`src/rtl/lcd_pkg.sv`:
```
// Shared constants, state encoding and timing helpers for the HD44780 text controller.
package lcd_pkg;

    localparam logic [7:0] FUNC_SET_8B2L = 8'h38;
    localparam logic [7:0] DISP_ON       = 8'h0C;
    localparam logic [7:0] CLEAR         = 8'h01;
    localparam logic [7:0] ENTRY_INC     = 8'h06;
    localparam logic [7:0] SET_DDRAM     = 8'h80;
    localparam logic [7:0] SPACE         = 8'h20;

    localparam logic [6:0] ROW_BASE [4] = '{7'h00, 7'h40, 7'h14, 7'h54};

    typedef logic [2:0] state_t;
    localparam state_t ST_PWRUP    = 3'd0;
    localparam state_t ST_INIT     = 3'd1;
    localparam state_t ST_IDLE     = 3'd2;
    localparam state_t ST_SET_ADDR = 3'd3;
    localparam state_t ST_WR_DATA  = 3'd4;
    localparam state_t ST_CLEAR    = 3'd5;
    localparam state_t ST_DONE     = 3'd6;

    // ceil(t * f), never less than one cycle
    function automatic int unsigned ns_to_cycles(input longint unsigned t_ns,
                                                 input longint unsigned clk_hz);
        longint unsigned c;
        c = (t_ns * clk_hz + 64'd999_999_999) / 64'd1_000_000_000;
        return (c == 64'd0) ? 32'd1 : 32'(c);
    endfunction

    function automatic int unsigned us_to_cycles(input longint unsigned t_us,
                                                 input longint unsigned clk_hz);
        return ns_to_cycles(t_us * 64'd1000, clk_hz);
    endfunction

    function automatic logic [7:0] init_cmd(input logic [2:0] idx);
        case (idx)
            3'd0, 3'd1, 3'd2: return FUNC_SET_8B2L;
            3'd3:             return DISP_ON;
            3'd4:             return CLEAR;
            default:          return ENTRY_INC;
        endcase
    endfunction

endpackage

```
`src/rtl/lcd_byte_xfer.sv`:
```
// One HD44780 bus write: setup, E pulse, hold, then the command execution wait.
module lcd_byte_xfer #(
    parameter int unsigned E_CYC   = 13,
    parameter int unsigned CMD_CYC = 1000,
    parameter int unsigned CLR_CYC = 41000
) (
    input  logic       clk,
    input  logic       rst_n,
    input  logic       start,
    input  logic       rs,
    input  logic [7:0] data,
    input  logic       long_wait,
    output logic       lcd_rs,
    output logic       lcd_e,
    output logic [7:0] lcd_d,
    output logic       done
);

    localparam int unsigned MAX_A   = (E_CYC > CMD_CYC) ? E_CYC : CMD_CYC;
    localparam int unsigned MAX_CYC = (MAX_A > CLR_CYC) ? MAX_A : CLR_CYC;
    localparam int unsigned CNT_W   = $clog2(MAX_CYC + 1);

    localparam logic [2:0] X_IDLE  = 3'd0;
    localparam logic [2:0] X_SETUP = 3'd1;
    localparam logic [2:0] X_PULSE = 3'd2;
    localparam logic [2:0] X_HOLD  = 3'd3;
    localparam logic [2:0] X_WAIT  = 3'd4;

    logic [2:0]       state, state_nx;
    logic [CNT_W-1:0] cnt, cnt_nx;
    logic             long_q;
    logic             done_nx;

    always_ff @(posedge clk) begin
        if (!rst_n) begin
            state  <= X_IDLE;
            cnt    <= '0;
            long_q <= 1'b0;
            lcd_rs <= 1'b0;
            lcd_e  <= 1'b0;
            lcd_d  <= 8'h00;
            done   <= 1'b0;
        end else begin
            state <= state_nx;
            cnt   <= cnt_nx;
            done  <= done_nx;
            lcd_e <= (state_nx == X_PULSE);
            // RS/D latched at start and held through the whole transfer
            if (state == X_IDLE && start) begin
                lcd_rs <= rs;
                lcd_d  <= data;
                long_q <= long_wait;
            end
        end
    end

    always_comb begin
        state_nx = state;
        cnt_nx   = cnt;
        done_nx  = 1'b0;
        case (state)
            X_IDLE: if (start) begin
                state_nx = X_SETUP;
                cnt_nx   = CNT_W'(E_CYC - 1);
            end
            X_SETUP: if (cnt == '0) begin
                state_nx = X_PULSE;
                cnt_nx   = CNT_W'(E_CYC - 1);
            end else begin
                cnt_nx = cnt - 1'b1;
            end
            X_PULSE: if (cnt == '0) state_nx = X_HOLD;
                     else cnt_nx = cnt - 1'b1;
            X_HOLD: begin
                state_nx = X_WAIT;
                cnt_nx   = long_q ? CNT_W'(CLR_CYC - 1) : CNT_W'(CMD_CYC - 1);
            end
            X_WAIT: if (cnt == '0) begin
                state_nx = X_IDLE;
                done_nx  = 1'b1;
            end else begin
                cnt_nx = cnt - 1'b1;
            end
            default: state_nx = X_IDLE;
        endcase
    end

endmodule

```
`src/rtl/lcd_text_ctrl.sv`:
```
// HD44780 8-bit text controller: power-on init, then chars/clear/newline/backspace with cursor tracking.
// Define LCD_AUTOCLEAR_EN to clear the panel automatically when the cursor wraps past the last row.
module lcd_text_ctrl
    import lcd_pkg::*;
#(
    parameter int unsigned CLK_FREQ_HZ = 25_000_000,
    parameter int unsigned COLS        = 16,
    parameter int unsigned ROWS        = 2,
    parameter int unsigned E_HIGH_NS   = 500,
    parameter int unsigned PWRUP_US    = 40_000,
    parameter int unsigned CMD_US      = 40,
    parameter int unsigned CLR_US      = 1_640,
    localparam int unsigned RW = (ROWS > 1) ? $clog2(ROWS) : 1,
    localparam int unsigned CW = (COLS > 1) ? $clog2(COLS) : 1
) (
    input  logic          clk,
    input  logic          rst_n,
    input  logic          char_valid,
    input  logic [7:0]    char_data,
    output logic          char_ready,
    input  logic          clear_req,
    input  logic          nl_req,
    input  logic          bs_req,
    output logic          busy,
    output logic [RW-1:0] cur_row,
    output logic [CW-1:0] cur_col,
    output logic          lcd_rs,
    output logic          lcd_e,
    output logic [7:0]    lcd_d
);

    localparam int unsigned E_CYC   = ns_to_cycles(64'(E_HIGH_NS), 64'(CLK_FREQ_HZ));
    localparam int unsigned CMD_CYC = us_to_cycles(64'(CMD_US), 64'(CLK_FREQ_HZ));
    localparam int unsigned CLR_CYC = us_to_cycles(64'(CLR_US), 64'(CLK_FREQ_HZ));
    localparam int unsigned PWR_CYC = us_to_cycles(64'(PWRUP_US), 64'(CLK_FREQ_HZ));
    localparam int unsigned PW      = $clog2(PWR_CYC + 1);
`ifdef LCD_AUTOCLEAR_EN
    localparam logic AUTOCLR = 1'b1;
`else
    localparam logic AUTOCLR = 1'b0;
`endif

    state_t        state, state_nx;
    logic [PW-1:0] pwr_cnt;
    logic [2:0]    init_idx;
    logic          pend;
    logic [RW-1:0] tgt_row, tgt_row_nx, wr_row;
    logic [CW-1:0] tgt_col, tgt_col_nx, wr_col;
    logic [7:0]    wr_char;
    logic          wrap_clr;
    logic          acc_bs, acc_char;
    logic          x_start, x_rs, x_long, x_done;
    logic [7:0]    x_data;

    logic          col_last, row_last, at_origin, adv_wrap;
    logic [RW-1:0] adv_row, prev_row, next_row;
    logic [CW-1:0] adv_col, prev_col;
    logic [6:0]    addr;

    // Cursor arithmetic from the current position
    assign col_last  = (cur_col == CW'(COLS - 1));
    assign row_last  = (cur_row == RW'(ROWS - 1));
    assign at_origin = (cur_row == '0) && (cur_col == '0);
    assign next_row  = row_last ? '0 : cur_row + 1'b1;
    assign adv_col   = col_last ? '0 : cur_col + 1'b1;
    assign adv_row   = col_last ? next_row : cur_row;
    assign adv_wrap  = col_last && row_last;
    assign prev_col  = (cur_col == '0) ? CW'(COLS - 1) : cur_col - 1'b1;
    assign prev_row  = (cur_col == '0) ? cur_row - 1'b1 : cur_row;
    assign addr      = 7'(ROW_BASE[2'(wr_row)] + 7'(wr_col));

    lcd_byte_xfer #(
        .E_CYC   (E_CYC),
        .CMD_CYC (CMD_CYC),
        .CLR_CYC (CLR_CYC)
    ) u_xfer (
        .clk       (clk),
        .rst_n     (rst_n),
        .start     (x_start),
        .rs        (x_rs),
        .data      (x_data),
        .long_wait (x_long),
        .lcd_rs    (lcd_rs),
        .lcd_e     (lcd_e),
        .lcd_d     (lcd_d),
        .done      (x_done)
    );

    always_ff @(posedge clk) begin
        if (!rst_n) begin
            state      <= ST_PWRUP;
            pwr_cnt    <= PW'(PWR_CYC - 1);
            init_idx   <= 3'd0;
            pend       <= 1'b0;
            tgt_row    <= '0;
            tgt_col    <= '0;
            wr_row     <= '0;
            wr_col     <= '0;
            wr_char    <= 8'h00;
            wrap_clr   <= 1'b0;
            cur_row    <= '0;
            cur_col    <= '0;
            char_ready <= 1'b0;
            busy       <= 1'b1;
        end else begin
            state      <= state_nx;
            tgt_row    <= tgt_row_nx;
            tgt_col    <= tgt_col_nx;
            char_ready <= (state_nx == ST_IDLE);
            busy       <= (state_nx != ST_IDLE);
            if (state == ST_PWRUP && pwr_cnt != '0) pwr_cnt <= pwr_cnt - 1'b1;
            if (state == ST_INIT && x_done) init_idx <= init_idx + 3'd1;
            if (x_start) pend <= 1'b1;
            else if (x_done) pend <= 1'b0;
            if (acc_bs) begin
                wr_row   <= prev_row;
                wr_col   <= prev_col;
                wr_char  <= SPACE;
                wrap_clr <= 1'b0;
            end
            if (acc_char) begin
                wr_row   <= cur_row;
                wr_col   <= cur_col;
                wr_char  <= char_data;
                wrap_clr <= adv_wrap;
            end
            if (state_nx == ST_DONE) begin
                cur_row <= tgt_row_nx;
                cur_col <= tgt_col_nx;
            end
        end
    end

    // One transfer is launched per visit to a bus state; x_done moves on
    always_comb begin
        state_nx   = state;
        tgt_row_nx = tgt_row;
        tgt_col_nx = tgt_col;
        acc_bs     = 1'b0;
        acc_char   = 1'b0;
        x_start    = 1'b0;
        x_rs       = 1'b0;
        x_data     = 8'h00;
        x_long     = 1'b0;
        case (state)
            ST_PWRUP: if (pwr_cnt == '0) state_nx = ST_INIT;
            ST_INIT: begin
                x_start = !pend;
                x_data  = init_cmd(init_idx);
                x_long  = (init_idx == 3'd4);
                if (x_done) state_nx = (init_idx == 3'd5) ? ST_IDLE : ST_INIT;
            end
            ST_IDLE: begin
                if (clear_req) begin
                    state_nx   = ST_CLEAR;
                    tgt_row_nx = '0;
                    tgt_col_nx = '0;
                end else if (bs_req) begin
                    if (at_origin) begin
                        state_nx   = ST_DONE;
                        tgt_row_nx = cur_row;
                        tgt_col_nx = cur_col;
                    end else begin
                        acc_bs     = 1'b1;
                        state_nx   = ST_SET_ADDR;
                        tgt_row_nx = prev_row;
                        tgt_col_nx = prev_col;
                    end
                end else if (nl_req) begin
                    state_nx   = (AUTOCLR && row_last) ? ST_CLEAR : ST_DONE;
                    tgt_row_nx = next_row;
                    tgt_col_nx = '0;
                end else if (char_valid) begin
                    acc_char   = 1'b1;
                    state_nx   = ST_SET_ADDR;
                    tgt_row_nx = adv_row;
                    tgt_col_nx = adv_col;
                end
            end
            ST_SET_ADDR: begin
                x_start = !pend;
                x_data  = SET_DDRAM | {1'b0, addr};
                if (x_done) state_nx = ST_WR_DATA;
            end
            ST_WR_DATA: begin
                x_start = !pend;
                x_rs    = 1'b1;
                x_data  = wr_char;
                if (x_done) state_nx = (AUTOCLR && wrap_clr) ? ST_CLEAR : ST_DONE;
            end
            ST_CLEAR: begin
                x_start = !pend;
                x_data  = CLEAR;
                x_long  = 1'b1;
                if (x_done) state_nx = ST_DONE;
            end
            ST_DONE: state_nx = ST_IDLE;
            default: state_nx = ST_PWRUP;
        endcase
    end

endmodule
```
`config.mk`:
```
export PLATFORM = sky130hd
export DESIGN_NAME = lcd_text_ctrl
export DESIGN_NICKNAME = d
export VERILOG_FILES = /design/src/rtl/lcd_pkg.sv /design/src/rtl/lcd_byte_xfer.sv /design/src/rtl/lcd_text_ctrl.sv
export SDC_FILE = /design/constraint.sdc
export NUM_CORES = 1
export LEC_CHECK = 0
export BUFFER_PORTS_ARGS = -buffer_cell sky130_fd_sc_hd__buf_4
export CAP_MARGIN = 20
export CORE_UTILIZATION = 50
export CTS_CLUSTER_SIZE = 14
export DETAILED_ROUTE_END_ITERATION = 10
export GPL_ROUTABILITY_DRIVEN = 0
export PLACE_DENSITY = 0.68
export SLEW_MARGIN = 20
export SYNTH_ARGS = -nofsm -noshare
export SYNTH_HDL_FRONTEND = slang
export SYNTH_SLANG_ARGS = --single-unit
```
`constraint.sdc`:
```
create_clock -name clk -period 3.45 [get_ports clk]
set_input_delay 0.69 -clock clk [delete_from_list [all_inputs] [get_ports clk]]
set_output_delay 0.69 -clock clk [all_outputs]
set_load 0.01 [all_outputs]
```
==> impl_metrics.env <==
export IMPL_outcome="completed"
export IMPL_power_density_mw_per_mm2=443
export IMPL_grt_max_degree=43
export IMPL_syn_area_per_cell_um2=7.95
export IMPL_mostFrequentLayoutCells="dfxtp_1, nor2_1, nand2_1, a21oi_1, buf_4"
export IMPL_antenna_found_initial=0
export IMPL_antennaDiodeCount=0
export IMPL_p_sw_mw=0.673
export IMPL_finalWirelength_um=10900
export IMPL_fmax_mhz=331
export IMPL_p_clk_share_pct=35.6
export IMPL_p_int_mw=1.56
export IMPL_holdCritStartpoint="pwr_cnt[7]"
export IMPL_ys_async_sr_fraction_pct=0
export IMPL_synth_seq_cells=83
export IMPL_leakagePower_nw=1.93
export IMPL_max_slew_worst_pin_slew_ns=0.939
export IMPL_timing_final_crit_share_pct=87.6
export IMPL_syn_nets=597
export IMPL_drv_cap=0
export IMPL_die_w_um=97.1
export IMPL_grt_pass1_vias=3891
export IMPL_cp_required_ns=3.72
export IMPL_r2r_slack_ns=0.43
export IMPL_clk_pin_slew_ns=0.08
export IMPL_ys_seq_area_share_pct=36.7
export IMPL_finalCriticalPeriod_ns=3.02
export IMPL_rsz0062_at_grt="false"
export IMPL_reg2reg_from="cur_col[0]"
export IMPL_final_seq_area_mm2=0.00166
export IMPL_grt_use_total_pct=23.5
export IMPL_dr_pass1_iters=5
export IMPL_clock_skew_final_ns=0.00779
export IMPL_grt_pass1_wl_um=18300
export IMPL_pwr_share_comb_pct=19.6
export IMPL_syn_inst=569
export IMPL_clock_tree_buffer_depth=2
export IMPL_fin_nets=616
export IMPL_fillers=801
export IMPL_dr_first_iter_drc_count=246
export IMPL_dp_cells=685
export IMPL_yosysWarnings=0
export IMPL_synthFlopType="dfxtp_1"
export IMPL_cp_arrival_ns=3.29
export IMPL_pwr_share_seq_pct=44.8
export IMPL_setup_viol=0
export IMPL_cts_tree="done"
export IMPL_synth_enable_flop_cells=0
export IMPL_die_y_um=97.1
export IMPL_wl_per_cell_um=15.5
export IMPL_worst_slack_ns=0.427
export IMPL_netlist_cell_type_count=70
export IMPL_drv_slew=0
export IMPL_final_cells=701
export IMPL_root_buffer="clkbuf_8"
export IMPL_tns_ns=0
export IMPL_start_util_pct=51.9
export IMPL_numCtsBuffers=9
export IMPL_clock_latency_ns=0.35
export IMPL_vias=4234
export IMPL_switching_share_pct=30.1
export IMPL_avgViaCountPerCell=6.04
export IMPL_clock_sinks=83
export IMPL_max_vdd_ir_drop_mv=0.274
export IMPL_startpoint_type="register"
export IMPL_crit_path_end_kind="register"
export IMPL_hold_buffers=0
export IMPL_hold_viol=0
export IMPL_area_growth_pct=11.4
export IMPL_layout_commonest_cell="dfxtp_1"
export IMPL_num_rows=34
export IMPL_dp_slack_ns=0.480
export IMPL_h_tree_depth=3
export IMPL_coreArea_mm2=0.00872
export IMPL_post_cts_resized=0
export IMPL_grt_overflow=0
export IMPL_holdWs_ns=0.492
export IMPL_drtAntennaViolNets=0
export IMPL_die_area_mm2=0.00944
export IMPL_slew_headroom_pct=36.5
export IMPL_hpwl_um=7820
export IMPL_cts_setup_buffers=0
export IMPL_critical_path_class="reg -> reg"
export IMPL_drive_above_1_share_pct=11.0
export IMPL_final_util_pct=57.8
export IMPL_crit_start="cur_col[0]"
export IMPL_port_buffers=30
export IMPL_multi_input_area_mm2=0.00267
export IMPL_boundaryPins=31
export IMPL_syn_area_mm2=0.00453
export IMPL_min_path_type="reg -> reg"
export IMPL_crit_fanout=9
export IMPL_drc=0
per-layer routing:
layer,GRT usage (%),part of all wire [%]
met1,29.8,44
met2,38.7,47
met3,4.89,6.5
met4,9.99,1.9
met5,0,0
final timing paths:
check,depth (start not counted),endpoint
hold / removal,2,pwr_cnt[7]
hold reg to reg,2,pwr_cnt[7]
setup reg to reg,10,cur_col[2]
setup / recovery,10,cur_col[2]
stage by stage:
step           power, mW  cell area (µm²)
3_3_place_gp        1.44             4820
2_1_floorplan       1.32             4530
3_5_place_dp        1.45             4820
5_1_grt             2.34             5040
4_1_cts             2.24             5040
6_report            2.23             5040
cell usage after synthesis, types with 13 or more instances:
| library cell | number | area [µm²] |
|---|---|---|
| a211oi_1 | 13 | 97.6 |
| nor2_1 | 81 | 304 |
| ha_1 | 14 | 175 |
| inv_1 | 21 | 78.8 |
| clkbuf_1 | 26 | 97.6 |
| dfxtp_1 | 83 | 1660 |
| nand2_1 | 43 | 161 |
| o21ai_0 | 30 | 150 |
| a21oi_1 | 42 | 210 |
| nor3_1 | 20 | 100 |
final cells by class:
cell class	instances	area share (%)
Clock buffer	11	2.80
Clock inverter	5	1.69
Inverter	22	1.64
Multi-Input combinational cell	436	52.9
Sequential cell	83	32.9
Tap cell	108	2.68
Timing Repair Buffer	36	5.36
critical path, cell delays in order, from the launching register on:
cell      delay, ns
dfxtp_1        0.37
inv_1          0.19
ha_1           0.20
nor3b_1        0.57
ha_1           0.44
nand2b_1       0.20
o21ai_0        0.10
a221oi_1       0.30
or2_2          0.24
a21oi_1        0.08
a311oi_1       0.24
cells by family (layout without fill, tap and decap cells):
| kind of cell | count (synthesis) | after routing | synth area share (%) |
|---|---|---|---|
| DFF | 83 | 83 | 36.7 |
| buffers and inverters | 50 | 74 | 4.34 |
| and+or+nand+nor | 232 | 232 | 25.9 |
| adders and majority gates | 15 | 15 | 4.09 |
| xor gates and xnor gates | 18 | 18 | 3.48 |
| muxes | 6 | 6 | 1.33 |
| AOI/OAI and AO/OA | 165 | 165 | 24.1 |
sequential cells by signal (all words and copies together) (netlist names), 3 cells and up:
name,flops
cur_col,4
init_idx,3
pwr_cnt,20
state,3
tgt_col,4
u_xfer.cnt,16
u_xfer.lcd_d,8
u_xfer.state,3
wr_char,8
wr_col,4
power groups by stage:
| stage | registers [mW] | clock network (mW) | logic [mW] |
|---|---|---|---|
| final | 1.00 | 0.796 | 0.437 |
| after global placement | 1.02 | 0 | 0.420 |
| after CTS | 1.00 | 0.812 | 0.426 |
| after detailed placement | 1.02 | 0 | 0.425 |
| after floorplan | 1.01 | 0 | 0.316 |
| after global routing | 1.00 | 0.855 | 0.478 |
Power figures use the tool's default switching activity.
